$ cat config.mk
export PLATFORM = sky130hd
export DESIGN_NAME = ascon_perm_sched
export DESIGN_NICKNAME = d
export VERILOG_FILES = /design/src/rtl/ascon_perm_sched.sv
export SDC_FILE = /design/constraint.sdc
export NUM_CORES = 1
export LEC_CHECK = 0
export ABC_AREA = 0
export BUFFER_PORTS_ARGS = -buffer_cell sky130_fd_sc_hd__buf_2
export CORE_AREA = 2 2 641 643
export DETAILED_ROUTE_END_ITERATION = 8
export DIE_AREA = 0 0 643 645
export SLEW_MARGIN = 20
export SYNTH_ARGS = -nofsm -noshare
export SYNTH_HDL_FRONTEND = slang
export SYNTH_SLANG_ARGS = --single-unit
$ cat constraint.sdc
create_clock -name clk -period 3.4 [get_ports clk]
set_input_delay 0.34 -clock clk [delete_from_list [all_inputs] [get_ports clk]]
set_output_delay 0.34 -clock clk [all_outputs]
set_load 0.005 [all_outputs]
$ cat src/rtl/ascon_perm_sched.sv
// Round-robin scheduler sharing one ASCON permutation core between two requesters.
// Sequences core load (ctr=0), rnd round cycles (ctr=1..rnd), then holds the result until taken.
module ascon_perm_sched #(
  parameter int MAX_ROUNDS = 12,
  parameter int RW         = 5
) (
  input  logic          clk,
  input  logic          reset,
  input  logic          req0_valid,
  output logic          req0_ready,
  input  logic [319:0]  req0_state,
  input  logic [RW-1:0] req0_rounds,
  input  logic          req1_valid,
  output logic          req1_ready,
  input  logic [319:0]  req1_state,
  input  logic [RW-1:0] req1_rounds,
  output logic          rsp0_valid,
  input  logic          rsp0_ready,
  output logic          rsp1_valid,
  input  logic          rsp1_ready,
  output logic [319:0]  rsp_state,
  output logic          rsp_err,
  output logic [319:0]  perm_S,
  output logic          perm_start,
  output logic [RW-1:0] perm_ctr,
  output logic [RW-1:0] perm_rounds,
  input  logic [319:0]  perm_out,
  output logic          busy
);

  typedef enum logic [1:0] {IDLE, RUN, RESP} state_t;

  state_t        state_reg, state_next;
  logic [RW-1:0] cnt_reg, cnt_next;
  logic [RW-1:0] rnd_reg, rnd_next;
  logic          owner_reg, owner_next;
  logic          err_reg, err_next;
  logic          last_grant_reg, last_grant_next;

  logic          grant_valid;
  logic          grant_id;
  logic [319:0]  sel_state;
  logic [RW-1:0] sel_rounds;
  logic          sel_illegal;
  logic          owner_rsp_ready;

  // On a tie the requester that did not win last time is served.
  always_comb begin
    grant_valid = req0_valid | req1_valid;
    if (req0_valid && req1_valid) begin
      grant_id = ~last_grant_reg;
    end else begin
      grant_id = req1_valid;
    end
    sel_state       = grant_id ? req1_state : req0_state;
    sel_rounds      = grant_id ? req1_rounds : req0_rounds;
    sel_illegal     = (sel_rounds == '0) || (sel_rounds > RW'(MAX_ROUNDS));
    owner_rsp_ready = owner_reg ? rsp1_ready : rsp0_ready;
  end

  always_comb begin
    state_next      = state_reg;
    cnt_next        = cnt_reg;
    rnd_next        = rnd_reg;
    owner_next      = owner_reg;
    err_next        = err_reg;
    last_grant_next = last_grant_reg;
    req0_ready      = 1'b0;
    req1_ready      = 1'b0;
    rsp0_valid      = 1'b0;
    rsp1_valid      = 1'b0;
    rsp_state       = '0;
    rsp_err         = 1'b0;
    perm_S          = '0;
    perm_start      = 1'b0;
    perm_ctr        = '0;
    case (state_reg)
      IDLE: begin
        if (grant_valid) begin
          req0_ready      = ~grant_id;
          req1_ready      = grant_id;
          perm_start      = 1'b1;
          perm_S          = sel_state;
          owner_next      = grant_id;
          last_grant_next = grant_id;
          rnd_next        = sel_rounds;
          err_next        = sel_illegal;
          cnt_next        = RW'(1);
          state_next      = sel_illegal ? RESP : RUN;
        end
      end
      RUN: begin
        perm_start = 1'b1;
        perm_ctr   = cnt_reg;
        if (cnt_reg == rnd_reg) begin
          cnt_next   = '0;
          state_next = RESP;
        end else begin
          cnt_next = cnt_reg + 1'b1;
        end
      end
      RESP: begin
        // Core is idle here, so perm_out holds the final (or just-loaded) state.
        rsp_state  = perm_out;
        rsp_err    = err_reg;
        rsp0_valid = ~owner_reg;
        rsp1_valid = owner_reg;
        if (owner_rsp_ready) begin
          state_next = IDLE;
        end
      end
      default: begin
        state_next = IDLE;
      end
    endcase
  end

  always_ff @(posedge clk or posedge reset) begin
    if (reset) begin
      state_reg      <= IDLE;
      cnt_reg        <= '0;
      rnd_reg        <= '0;
      owner_reg      <= 1'b0;
      err_reg        <= 1'b0;
      last_grant_reg <= 1'b1;
    end else begin
      state_reg      <= state_next;
      cnt_reg        <= cnt_next;
      rnd_reg        <= rnd_next;
      owner_reg      <= owner_next;
      err_reg        <= err_next;
      last_grant_reg <= last_grant_next;
    end
  end

  assign perm_rounds = rnd_reg;
  assign busy        = (state_reg != IDLE);

endmodule

==> results.md <==
* Clock sinks at 15
* FF-to-FF path depth at 4
* Slew Limit Fails at 0
* Die area at about 410,000 um^2
* Wire length of the first global-routing pass at roughly 470,000 um
* Final GP Congestion at around 0.95
* Peak Freq at 0.351 GHz
* CORE AREA at 408,000 um^2
* Drt pass-1 iters at 6
* FFs w/ async S/R, synth at 100%
* Design Power at 13.8 mW
* Min-delay worst type: in2async
* Row count at 235
* Worst skew pair latency at between 200 and 300 ps
* # port buffers at 1,632
* Crit Path Max Fanout at 27
* Outcome: finished clean
* Leakage power at 9.93 nW
* Setup TNS at 0 ps
* Relative slew slack at between 40 and 50%
* Initial drt markers at 1,574
* Min Tclk post-route at 2850 ps
* Congestion Overflow GR at 0
* Register area share after synthesis at about 5.9%
* Syn. warnings at 0
* Die Y-Extent at 645 um
* Total GRT Usage at 20.4%
* # hold bufs at CTS at 0
* Max-capacitance violation count at 0
* H-tree depth at 1
* Cell Area, Synth at 6430 um^2
* Post-DP HPWL at 425,000 um
* Number of buffers created by CTS at 3
* Reg clk slew, reported paths at 50 ps
* Yosys reg bits at 15
* Setup Skew at between 1 and 1.5 ps
* Final Hold Fails at 0
* Final Cycle Share at 83.8%
* RSZ-0062 raised after global routing: no
* CTS tree: done
* Post-route ant nets at 0
* Final wirelength at around 440,000 um
* Synth unique cells at 34
* FF-to-FF Start: cnt_reg[1]$_DFFE_PP0P_
* Top_reg_cell synth: dfrtp_1
* Power per cell area at 622 nW/um^2
* Syn_nets at 1,832
* Layout cell share with drive strength beyond 1 at 69.3%
* Commonest non-fill, non-tap cell in the layout: buf_2
* Initial antenna violation count at 677
* Gates resized, CTS repair at 0
* Final setup viols at 0
* Worst endpoint data arrival time at approximately 2500 ps
* Tightest Pin Transition at 763 ps
* Via Count at approximately 18,000
* Largest net degree at the start of global routing at 151
* Routed vias/inst at between 2 and 2.5
* CTS max path bufs at 2
* Post-CTS Setup Repair Bufs at 0
* Clk Tree Root Cell: clkbuf_16
* Die W at 643 um
* Critical path's slowest cell: buf_2
* Critical path, cell by cell: nor2_1 -> inv_1 -> nor2_4 -> buf_12 -> a22o_1 -> buf_2
* Max stage delay on crit path at approximately 500 ps
* Crit start category: flop
* Commonest cells after routing, fill and taps aside: 1,614 x buf_2, 326 x and2_1, 320 x a22o_1
* Peak supply drop at approximately 0.00033 V
* Area grow syn2layout at 244%
* Initial Util at between 1.5 and 2%
* Mapped Avg Cell Area at 7.52 um^2
* Wire per inst at 54.1 um
* Synth Instances at 855
* Critical path class: reg2out
* DRC viols at 0
* I/O Pins at 1,633
* EDFF count, synth at 0
* Fillers at 49,000
* Hold_ws at approximately 260 ps
* Vias in the first global route at 15,500
* CP Launch Point: state_reg[0]$_DFFE_PP0P_
* Nets@finish at 3,394
* Critical Path Sink Type: output port
* Crit path required time at ~3100 ps
==> cell usage after synthesis (2+ instances only) <==
| cell | n | area (um^2) |
|---|---|---|
| buf_6 | 29 | 327 |
| a21o_1 | 2 | 15.0 |
| dfrtp_1 | 14 | 350 |
| o211ai_1 | 5 | 37.5 |
| nand2_1 | 8 | 30.0 |
| xnor2_1 | 5 | 43.8 |
| or4_1 | 2 | 15.0 |
| o21ai_0 | 8 | 40.0 |
| nor2b_1 | 3 | 18.8 |
| buf_8 | 2 | 30.0 |
| a211oi_1 | 2 | 15.0 |
| a22o_1 | 320 | 2800 |
| clkbuf_1 | 48 | 180 |
| nand2b_1 | 4 | 25.0 |
| and2_1 | 327 | 2050 |
| nor3_1 | 6 | 30.0 |
| nand3_1 | 3 | 15.0 |
| buf_2 | 28 | 140 |
| a21oi_1 | 5 | 25.0 |
| nor2_1 | 11 | 41.3 |
| inv_1 | 6 | 22.5 |
| mux2i_1 | 5 | 50.1 |
==> layer usage <==
layer / vias to the layer above / GRT usage, % / share of wire (%)
met2: 2319 / 41.2 / 56
met1: 8093 / 14.7 / 24
met3: 1171 / 14.1 / 15
met5: - / 0 / 0.50
met4: 334 / 5.71 / 4.0
li1: 6572 / - / -
==> cells by family (layout without fill, tap and decap cells) <==
group / Yosys count / after routing / share of synthesized area (%)
and+or+nand+nor: 367 / 367 / 34.8
AOI/OAI and AO/OA: 348 / 348 / 46.7
buffers and inverters: 114 / 1675 / 11.0
DFF: 15 / 15 / 5.86
xor gates and xnor gates: 5 / 5 / 0.681
muxes: 5 / 5 / 0.778
adders and majority gates: 1 / 1 / 0.194
other: 0 / 236 / 0
==> critical path: cells and delay by family (launching register included) <==
family / cells / cell delay, ps
AO/OA/AOI/OAI: 1 / 170
buffers and inverters: 3 / 950
flip-flops: 1 / 460
AND/OR/NAND/NOR: 2 / 610
==> area by class of cell <==
type	count	area (um^2)	share of cell area, %
Timing Repair Buffer	1665	8890	40.1
Tap cell	5451	6820	30.8
Multi-Input combinational cell	726	5360	24.2
Inverter	6	22.5	0.102
Sequential cell	15	377	1.70
Antenna cell	236	591	2.67
Clock buffer	4	78.8	0.356
==> report_power, final <==
| part | internal [mW] | leakage (nW) | switching, mW | total (mW) |
|---|---|---|---|---|
| combinational | 3.89 | 9.71 | 9.29 | 13.2 |
| sequential | 0.252 | 0.179 | 0.101 | 0.353 |
| clock | 0.159 | 0.0396 | 0.0827 | 0.242 |
| total | 4.30 | 9.93 | 9.48 | 13.8 |
==> path summary, 6_finish.rpt <==
check | to | slack [ps]
setup / recovery | perm_S[202] | 550
hold reg to reg | last_grant_reg$_DFFE_PP1P_ | 540
min in group clk | perm_rounds[2]$_DFFE_PP0P_ | 450
max in group asynchronous | perm_rounds[4]$_DFFE_PP0P_ | 2710
setup reg to reg | cnt_reg[2]$_DFFE_PP0P_ | 1500
hold / removal | cnt_reg[1]$_DFFE_PP0P_ | 260
==> per-stage QoR <==
step                area (um^2)  setup WS, ps  utilization, %  instances
global route              21900           341            5.37       8020
CTS                       21500           495            5.28       7867
detailed placement        21500           683            5.26       7863
finish                    22100           552            5.42       8103
floorplan                  6430          1590               -        855
global placement          21500           699            5.26       7863
(Power assumes the default switching activity.)
